--- config.mk ---
export PLATFORM = sky130hd
export DESIGN_NAME = distortion_line_scheduler
export DESIGN_NICKNAME = d
export VERILOG_FILES = /design/src/rtl/distortion_line_scheduler.sv
export SDC_FILE = /design/constraint.sdc
export NUM_CORES = 1
export LEC_CHECK = 0
export ABC_AREA = 1
export BUFFER_PORTS_ARGS = -buffer_cell sky130_fd_sc_hd__buf_2
export CAP_MARGIN = 5
export CORE_MARGIN = 1.5
export CORE_UTILIZATION = 56
export CTS_CLUSTER_DIAMETER = 150
export CTS_CLUSTER_SIZE = 40
export DETAILED_ROUTE_END_ITERATION = 8
export GPL_ROUTABILITY_DRIVEN = 0
export HOLD_SLACK_MARGIN = 0.05
export PLACE_DENSITY = 0.78
export SETUP_SLACK_MARGIN = 0.02
export SLEW_MARGIN = 10
export SYNTH_ARGS = -nofsm -noshare
export SYNTH_HDL_FRONTEND = slang
export SYNTH_SLANG_ARGS = --single-unit
--- constraint.sdc ---
create_clock -name clk -period 7.62 [get_ports clk]
set_input_delay 1.524 -clock clk [delete_from_list [all_inputs] [get_ports clk]]
set_output_delay 1.524 -clock clk [all_outputs]
set_load 0.05 [all_outputs]
--- src/rtl/distortion_line_scheduler.sv ---
// distortion_line_scheduler: line-window scheduler gating input writes and output remap rows over a circular line buffer.
// Ports: clk/rst (sync, active high); frame_start_in, in_line_done, out_line_done, err_clr pulses in;
// wr_allow/wr_line_idx (writer gate and slot), rd_go/rd_row (remapper gate and row),
// rd_oldest_row/rd_oldest_idx (oldest resident row and its slot), frame_done, busy, err_flags out.
module distortion_line_scheduler #(
  parameter int WIDTH = 1920,
  parameter int HEIGHT = 1080,
  parameter int BUFFER_LINES = 4,
  parameter int REACH = 1,
  parameter int COORD_WIDTH = 16,
  localparam int IW = $clog2(BUFFER_LINES)
) (
  input  logic                   clk,
  input  logic                   rst,
  input  logic                   frame_start_in,
  input  logic                   in_line_done,
  input  logic                   out_line_done,
  input  logic                   err_clr,
  output logic                   wr_allow,
  output logic [IW-1:0]          wr_line_idx,
  output logic                   rd_go,
  output logic [COORD_WIDTH-1:0] rd_row,
  output logic [COORD_WIDTH-1:0] rd_oldest_row,
  output logic [IW-1:0]          rd_oldest_idx,
  output logic                   frame_done,
  output logic                   busy,
  output logic [2:0]             err_flags
);
  localparam int CW = COORD_WIDTH;
  localparam logic [CW:0] H1 = (CW+1)'(HEIGHT);
  localparam logic [CW:0] BL1 = (CW+1)'(BUFFER_LINES);
  localparam logic [CW:0] R1 = (CW+1)'(REACH);
  if (BUFFER_LINES < 2*REACH+1) begin : g_chk_bl
    $error("BUFFER_LINES must be at least 2*REACH+1");
  end
  if (WIDTH < 1) begin : g_chk_w
    $error("WIDTH must be positive");
  end
  typedef enum logic [1:0] {IDLE, ACTIVE, DRAIN, DONE} state_t;
  state_t state, n_state;
  logic [CW-1:0] lines_in, n_lines, n_oldest, n_row;
  logic [IW-1:0] n_widx, n_oidx;
  logic [CW:0] cand, lim;
  logic [2:0] n_err;
  logic in_acc, out_acc, n_wa, n_go;
  function automatic logic [IW-1:0] inc_idx(input logic [IW-1:0] i);
    return (i == IW'(BUFFER_LINES-1)) ? '0 : i + 1'b1;
  endfunction
  always_comb begin
    in_acc = in_line_done && state == ACTIVE && wr_allow && ({1'b0, lines_in} < H1);
    out_acc = out_line_done && rd_go;
    n_lines = in_acc ? lines_in + 1'b1 : lines_in;
    n_widx = in_acc ? inc_idx(wr_line_idx) : wr_line_idx;
    n_row = out_acc ? rd_row + 1'b1 : rd_row;
    // Eviction candidate rd_row+1-REACH, floored at 0 and capped at the rows actually written.
    cand = {1'b0, rd_row} + 1'b1;
    cand = (cand >= R1) ? cand - R1 : '0;
    cand = (cand > {1'b0, n_lines}) ? {1'b0, n_lines} : cand;
    n_oldest = (out_acc && cand > {1'b0, rd_oldest_row}) ? cand[CW-1:0] : rd_oldest_row;
    n_oidx = (n_oldest != rd_oldest_row) ? inc_idx(rd_oldest_idx) : rd_oldest_idx;
    n_err = (err_clr ? 3'b000 : err_flags)
          | {out_line_done && !rd_go, in_line_done && !in_acc, frame_start_in && state != IDLE};
    n_state = state;
    if (frame_start_in) begin
      n_state = ACTIVE;
      n_lines = '0;
      n_row = '0;
      n_oldest = '0;
      n_widx = '0;
      n_oidx = '0;
    end else if (state == DONE) begin
      n_state = IDLE;
      n_row = '0;
    end else if (state != IDLE && {1'b0, n_row} == H1) begin
      n_state = DONE;
    end else if (state == ACTIVE && {1'b0, n_lines} == H1) begin
      n_state = DRAIN;
    end
    // Gates are computed from post-update counters so registered outputs track this edge's events.
    lim = {1'b0, n_row} + R1 + 1'b1;
    lim = (lim > H1) ? H1 : lim;
    n_wa = (n_state == IDLE) ? 1'b1 :
           (n_state == ACTIVE) ? ({1'b0, n_lines} < {1'b0, n_oldest} + BL1) : 1'b0;
    n_go = (n_state == ACTIVE || n_state == DRAIN) && ({1'b0, n_lines} >= lim);
  end
  always_ff @(posedge clk) begin
    if (rst) begin
      state <= IDLE;
      lines_in <= '0;
      rd_row <= '0;
      rd_oldest_row <= '0;
      wr_line_idx <= '0;
      rd_oldest_idx <= '0;
      wr_allow <= 1'b0;
      rd_go <= 1'b0;
      frame_done <= 1'b0;
      busy <= 1'b0;
      err_flags <= 3'b000;
    end else begin
      state <= n_state;
      lines_in <= n_lines;
      rd_row <= n_row;
      rd_oldest_row <= n_oldest;
      wr_line_idx <= n_widx;
      rd_oldest_idx <= n_oidx;
      wr_allow <= n_wa;
      rd_go <= n_go;
      frame_done <= n_state == DONE;
      busy <= n_state != IDLE;
      err_flags <= n_err;
    end
  end
endmodule

# Yosys cells after proc, flatten, opt, wreduce, memory -nomap -nowiden
# Index checks and enable logic that the tools add are counted.
# totals
reg_bits	61
output_inout_bits	43
# op_classes
n_addsub	9
n_mux	19
n_reduce_logical	18
bitwise_logic	1
eq_ne	10
n_lt_le_gt_ge	7
# ops
cell	n
2-to-1 mux 16 bit	7
2-to-1 mux 17 bit	3
adder 16 x 1 -> 17 bit, second input constant	2
greater-than comparator 17 x 16 -> 1 bit	2
adder 16 x 1 -> 16 bit, second input constant	2
== test 16 x 11 -> 1 bit, second input constant	2
adder 16 x 3 -> 17 bit, second input constant	1
adder 17 x 1 -> 17 bit, second input constant	1
>= comparator 16 x 17 -> 1 bit	1
>= comparator 17 x 1 -> 1 bit, second input constant	1
greater-than comparator 17 x 11 -> 1 bit, second input constant	1
< comparator 16 x 17 -> 1 bit	1
subtractor 17 x 1 -> 17 bit, second input constant	1
< comparator 16 x 11 -> 1 bit, second input constant	1
!= test 16 bit	1
2-to-1 mux 2 bit	6
logical AND 1 bit	11
== test 2 bit, second input constant	5
adder 2 x 1 -> 2 bit, second input constant	2
== test 2 x 1 -> 1 bit, second input constant	2
nonzero test 2 bit	2
2-to-1 mux 3 bit	1
bitwise OR 3 bit	1
logical NOT 1 bit	2
4 further kinds	5

# Depth between registers and ports, before layout
# logic_depth
depth_word	15
mapped_depth	63

# Worst setup path before layout
# Ideal clock, no wire load.
# synth_timing
path_type	input port to flip-flop
start	in in_line_done
end	reg wr_allow
stages	51
setup_ps	71
t_arrival_ps	7455
n_path_buf	2
path_slack_ps	95
path_cell_list	nand3_1 nor4_1 nand2_1 nor2_1 nand3_1 xor2_1 ha_1 a21oi_1 o21ai_0 nand2_1 nand4_1 nand2_1 nand2_1 nand2_1 nand2_1 o21ai_2 nand2_4 buf_6 [15 not listed] nor2_4 inv_1 o21ai_0 nand2_1 ha_1 nand2_1 nor2_1 a2111oi_0 nand2_1 nand2_1 nand2_1 nand2_1 nand2_1 nand2_1 nand2_1 nand2_1 nand2_1 a21oi_1
# synth_between
elab_chain_cells	14
# synth_lines
item	line_no	text
from (decl)	16	input logic in_line_done,
logical AND 1 bit * (3 in series)	50	in_acc = in_line_done && state == ACTIVE && wr_allow && ({1'b0, lines_in} < H1);
2-to-1 mux 16 bit *	52	n_lines = in_acc ? lines_in + 1'b1 : lines_in;
greater-than comparator 17 x 16 -> 1 bit	58	cand = (cand > {1'b0, n_lines}) ? {1'b0, n_lines} : cand;
2-to-1 mux 17 bit	58	
greater-than comparator 17 x 16 -> 1 bit	59	n_oldest = (out_acc && cand > {1'b0, rd_oldest_row}) ? cand[CW-1:0] : rd_oldest_row;
logical AND 1 bit	59	
2-to-1 mux 16 bit	59	
2-to-1 mux 16 bit	64	if (frame_start_in) begin
adder 16 x 3 -> 17 bit	83	(n_state == ACTIVE) ? ({1'b0, n_lines} < {1'b0, n_oldest} + BL1) : 1'b0;
< comparator 16 x 17 -> 1 bit	83	
2-to-1 mux 1 bit	83	
2-to-1 mux 1 bit *	82	n_wa = (n_state == IDLE) ? 1'b1 :
to (signal assigned)	106	wr_allow <= n_wa;
to (decl)	19	output logic wr_allow,
# Mark *: on every way between the ends. The rest lies on a longest branch, timed or not.
# A chain may end at the register's enable or synchronous reset.

# Final worst setup path
# Same ends and word-level chain as after synthesis.

==> results.txt <==
Run status = completed
Multi-input combinational cell area = 4790 um^2
Asr flop ratio synth = 0%
CP startpoint kind = input port
Synthesized area per cell = 6.15 um^2
Placeable Area = 11400 um^2
Maximum VDD drop = 0.163 mV
Via density = 5.53
R2r startpoint = rd_row[1]
Hold Crit Class = reg -> reg
WL final = 20200 um
DRC = 0
First-pass GRT wire length = 31500 um
Die area = 12300 um^2
# diodes = 0
ANT nets after route = 0
Critical Path AT = 7.58 ns
Sequential share of the synthesized area = 18.8%
Final hold violations = 0
Fillers = 957
Clock Skew = 0.00686 ns
Vias post-DR = 7364
Critical path startpoint = in_line_done
Slowest cell on crit path = a2111oi_2
Root Driver = clkbuf_16
Count leader, synth = nand2_1
Io pins = 49
Placed Instances = 1308
Leak Pwr = 0.00418 uW
Unique masters post-synth = 49
Initial DRT Pass Iterations = 7
Initial drt markers = 649
Antenna violations before repair = 0
Crit share post-route = 95.9%
PD cells = 113 nW/um^2
Synth Flop Type = dfxtp_1
Setup WS post-layout = 0.312 ns
Clock-pin slew on the worst setup and hold paths = 0.06 ns
Total congestion overflow = 0
Place WS = -0.171 ns
Total Nets Final = 1262
Fin cells = 1331
Final setup vio count = 0
Cell Area, Synth = 6500 um^2
Synth warnings = 0
Max-cap violation count = 0
Routed len/inst = 15.1 um
Final cell utilization of the core = 70.7%
Hold_buf cts = 0
Max stage delay on crit path = 0.35 ns
Initial core utilization = 57.1%
Max-slew violations = 0
CTS Buf Count = 9
Tmin final = 7.31 ns
Post-synth EDFFs = 0
Register area = 1230 um^2
Area grow syn2layout = 23.8%
Via count of the first global-routing pass = 6590
Max clock buf depth = 2
Overall power = 909 uW
Num rows = 39
Die Y-Extent = 111 um
Layout cells sized above 1 = 20.5%
Synth top area cells = dfxtp_1, nand2_1, ha_1
CTS tree = done
Fmax = 137 MHz
Slew headroom = 45.3%
Gate Count Post-Synth = 1056
RSZ-0062 raised after global routing = true
Worst EP required = 7.89 ns
Area share of the largest cell type after synthesis = 18.8%
DP Wirelength = 15500 um
IO buf count = 48
Post-synthesis register bit count = 61
CP Class = in -> reg
CP dominant cell by count = nand2_1
Synth top cells by count = nand2_1, nor2_1, inv_1
Worst skew pair latency = 0.34 ns
H-tree levels = 3
GR Util All Layers = 31.7%
CTS sink count = 61
HP Start = err_flags[0]
Yosys top cell by area = dfxtp_1
Crit-path max FO = 7
Crit end category = flip-flop
Die X = 111 um
Measured slew at the worst slew-check pin = 0.816 ns
Largest net degree at the start of global routing = 34
## final cells by class
cell class | instances | area share, %
tap | 143 | 2.22
clock inverter | 6 | 1.10
sequential | 61 | 15.3
inverter | 164 | 7.78
clock buffer | 9 | 2.80
multi-input combinational | 816 | 59.6
timing repair buffer | 132 | 11.2
## report_power, final
| group | total, uW | leakage (uW) | switching (uW) | internal (uW) |
|---|---|---|---|---|
| registers | 323 | 0.000495 | 2.03 | 321 |
| clock network | 439 | 0.000147 | 155 | 284 |
| logic | 147 | 0.00354 | 85.9 | 61.5 |
| total | 909 | 0.00418 | 243 | 667 |
## through the flow
| stage | hold slack [ns] | setup TNS (ns) | area [um^2] |
|---|---|---|---|
| 4_1_cts | 0.466 | 0 | 7740 |
| 3_5_place_dp | 0.452 | -0.171 | 7420 |
| 5_1_grt | 0.491 | -0.368 | 8040 |
| 3_3_place_gp | 0.452 | 0 | 7420 |
| 6_report | 0.463 | 0 | 8040 |
| 2_1_floorplan | 0.506 | 0 | 6510 |
## worst paths after layout
check	endpoint	slack (ns)	cells past startpoint
worst min-delay path	err_flags[0]	0.46	2
worst min register to register	err_flags[0]	0.46	2
worst max register to register	wr_allow	0.40	59
worst max-delay path	wr_allow	0.31	51
## repair_timing
action                     4_1_cts  5_1_grt
buffers inserted                 0        7
resized for setup                0       59
setup endpoints to repair        0        1
## metal layers
| layer | wire length, um | share of wire (%) | global-route usage (%) | up-vias |
|---|---|---|---|---|
| li1 | - | - | - | 3642 |
| met5 | 0 | 0 | 0 | - |
| met1 | 8370 | 42 | 41.6 | 3322 |
| met3 | 1920 | 9.5 | 7.11 | 59 |
| met4 | 551 | 2.7 | 9.74 | 0 |
| met2 | 9320 | 46 | 51.9 | 341 |
## cells by family after synthesis
logic type                 synth area share [%]
AOI/OAI and AO/OA                          11.4
xor gates and xnor gates                   5.39
adders and majority gates                  13.9
buffers and inverters                      10.9
DFF                                        18.8
other                                    0.0577
and+or+nand+nor                            39.5
## critical path, delay by kind of cell
kind | cells | cell delay (ns)
compound gates | 9 | 1.65
xor+xnor | 1 | 0.21
fa+ha+maj | 3 | 0.84
buf+inv | 8 | 0.78
simple gates | 30 | 2.54
## sequential cells by signal, summed over array words and instances (netlist names)
signal,flops
busy,1
err_flags,3
frame_done,1
lines_in,16
rd_go,1
rd_oldest_idx,2
rd_oldest_row,16
rd_row,16
state,2
wr_allow,1
wr_line_idx,2
## cells in the final DEF, fill, tap and decap left out, drive strengths merged
| master | count |
|---|---|
| and2 | 1 |
| a211oi | 5 |
| a21oi | 34 |
| nand3 | 65 |
| clkinvlp | 2 |
| bufinv | 2 |
| buf | 132 |
| dfxtp | 61 |
| o41ai | 2 |
| ha | 72 |
| nand4 | 26 |
| o221ai | 1 |
| clkinv | 4 |
| a221oi | 1 |
| nor2 | 179 |
| nor4 | 5 |
| and3 | 2 |
| o21ai | 63 |
| o211ai | 3 |
| xor2 | 36 |
| a2111oi | 2 |
| o21a | 2 |
| o211a | 2 |
| nand2 | 271 |
| conb | 5 |
| a31oi | 2 |
| o21bai | 2 |
| nor3 | 21 |
| xnor2 | 4 |
| nand3b | 4 |
| or2 | 3 |
| clkbuf | 9 |
| a21o | 3 |
| inv | 162 |
(Power assumes the default switching activity.)
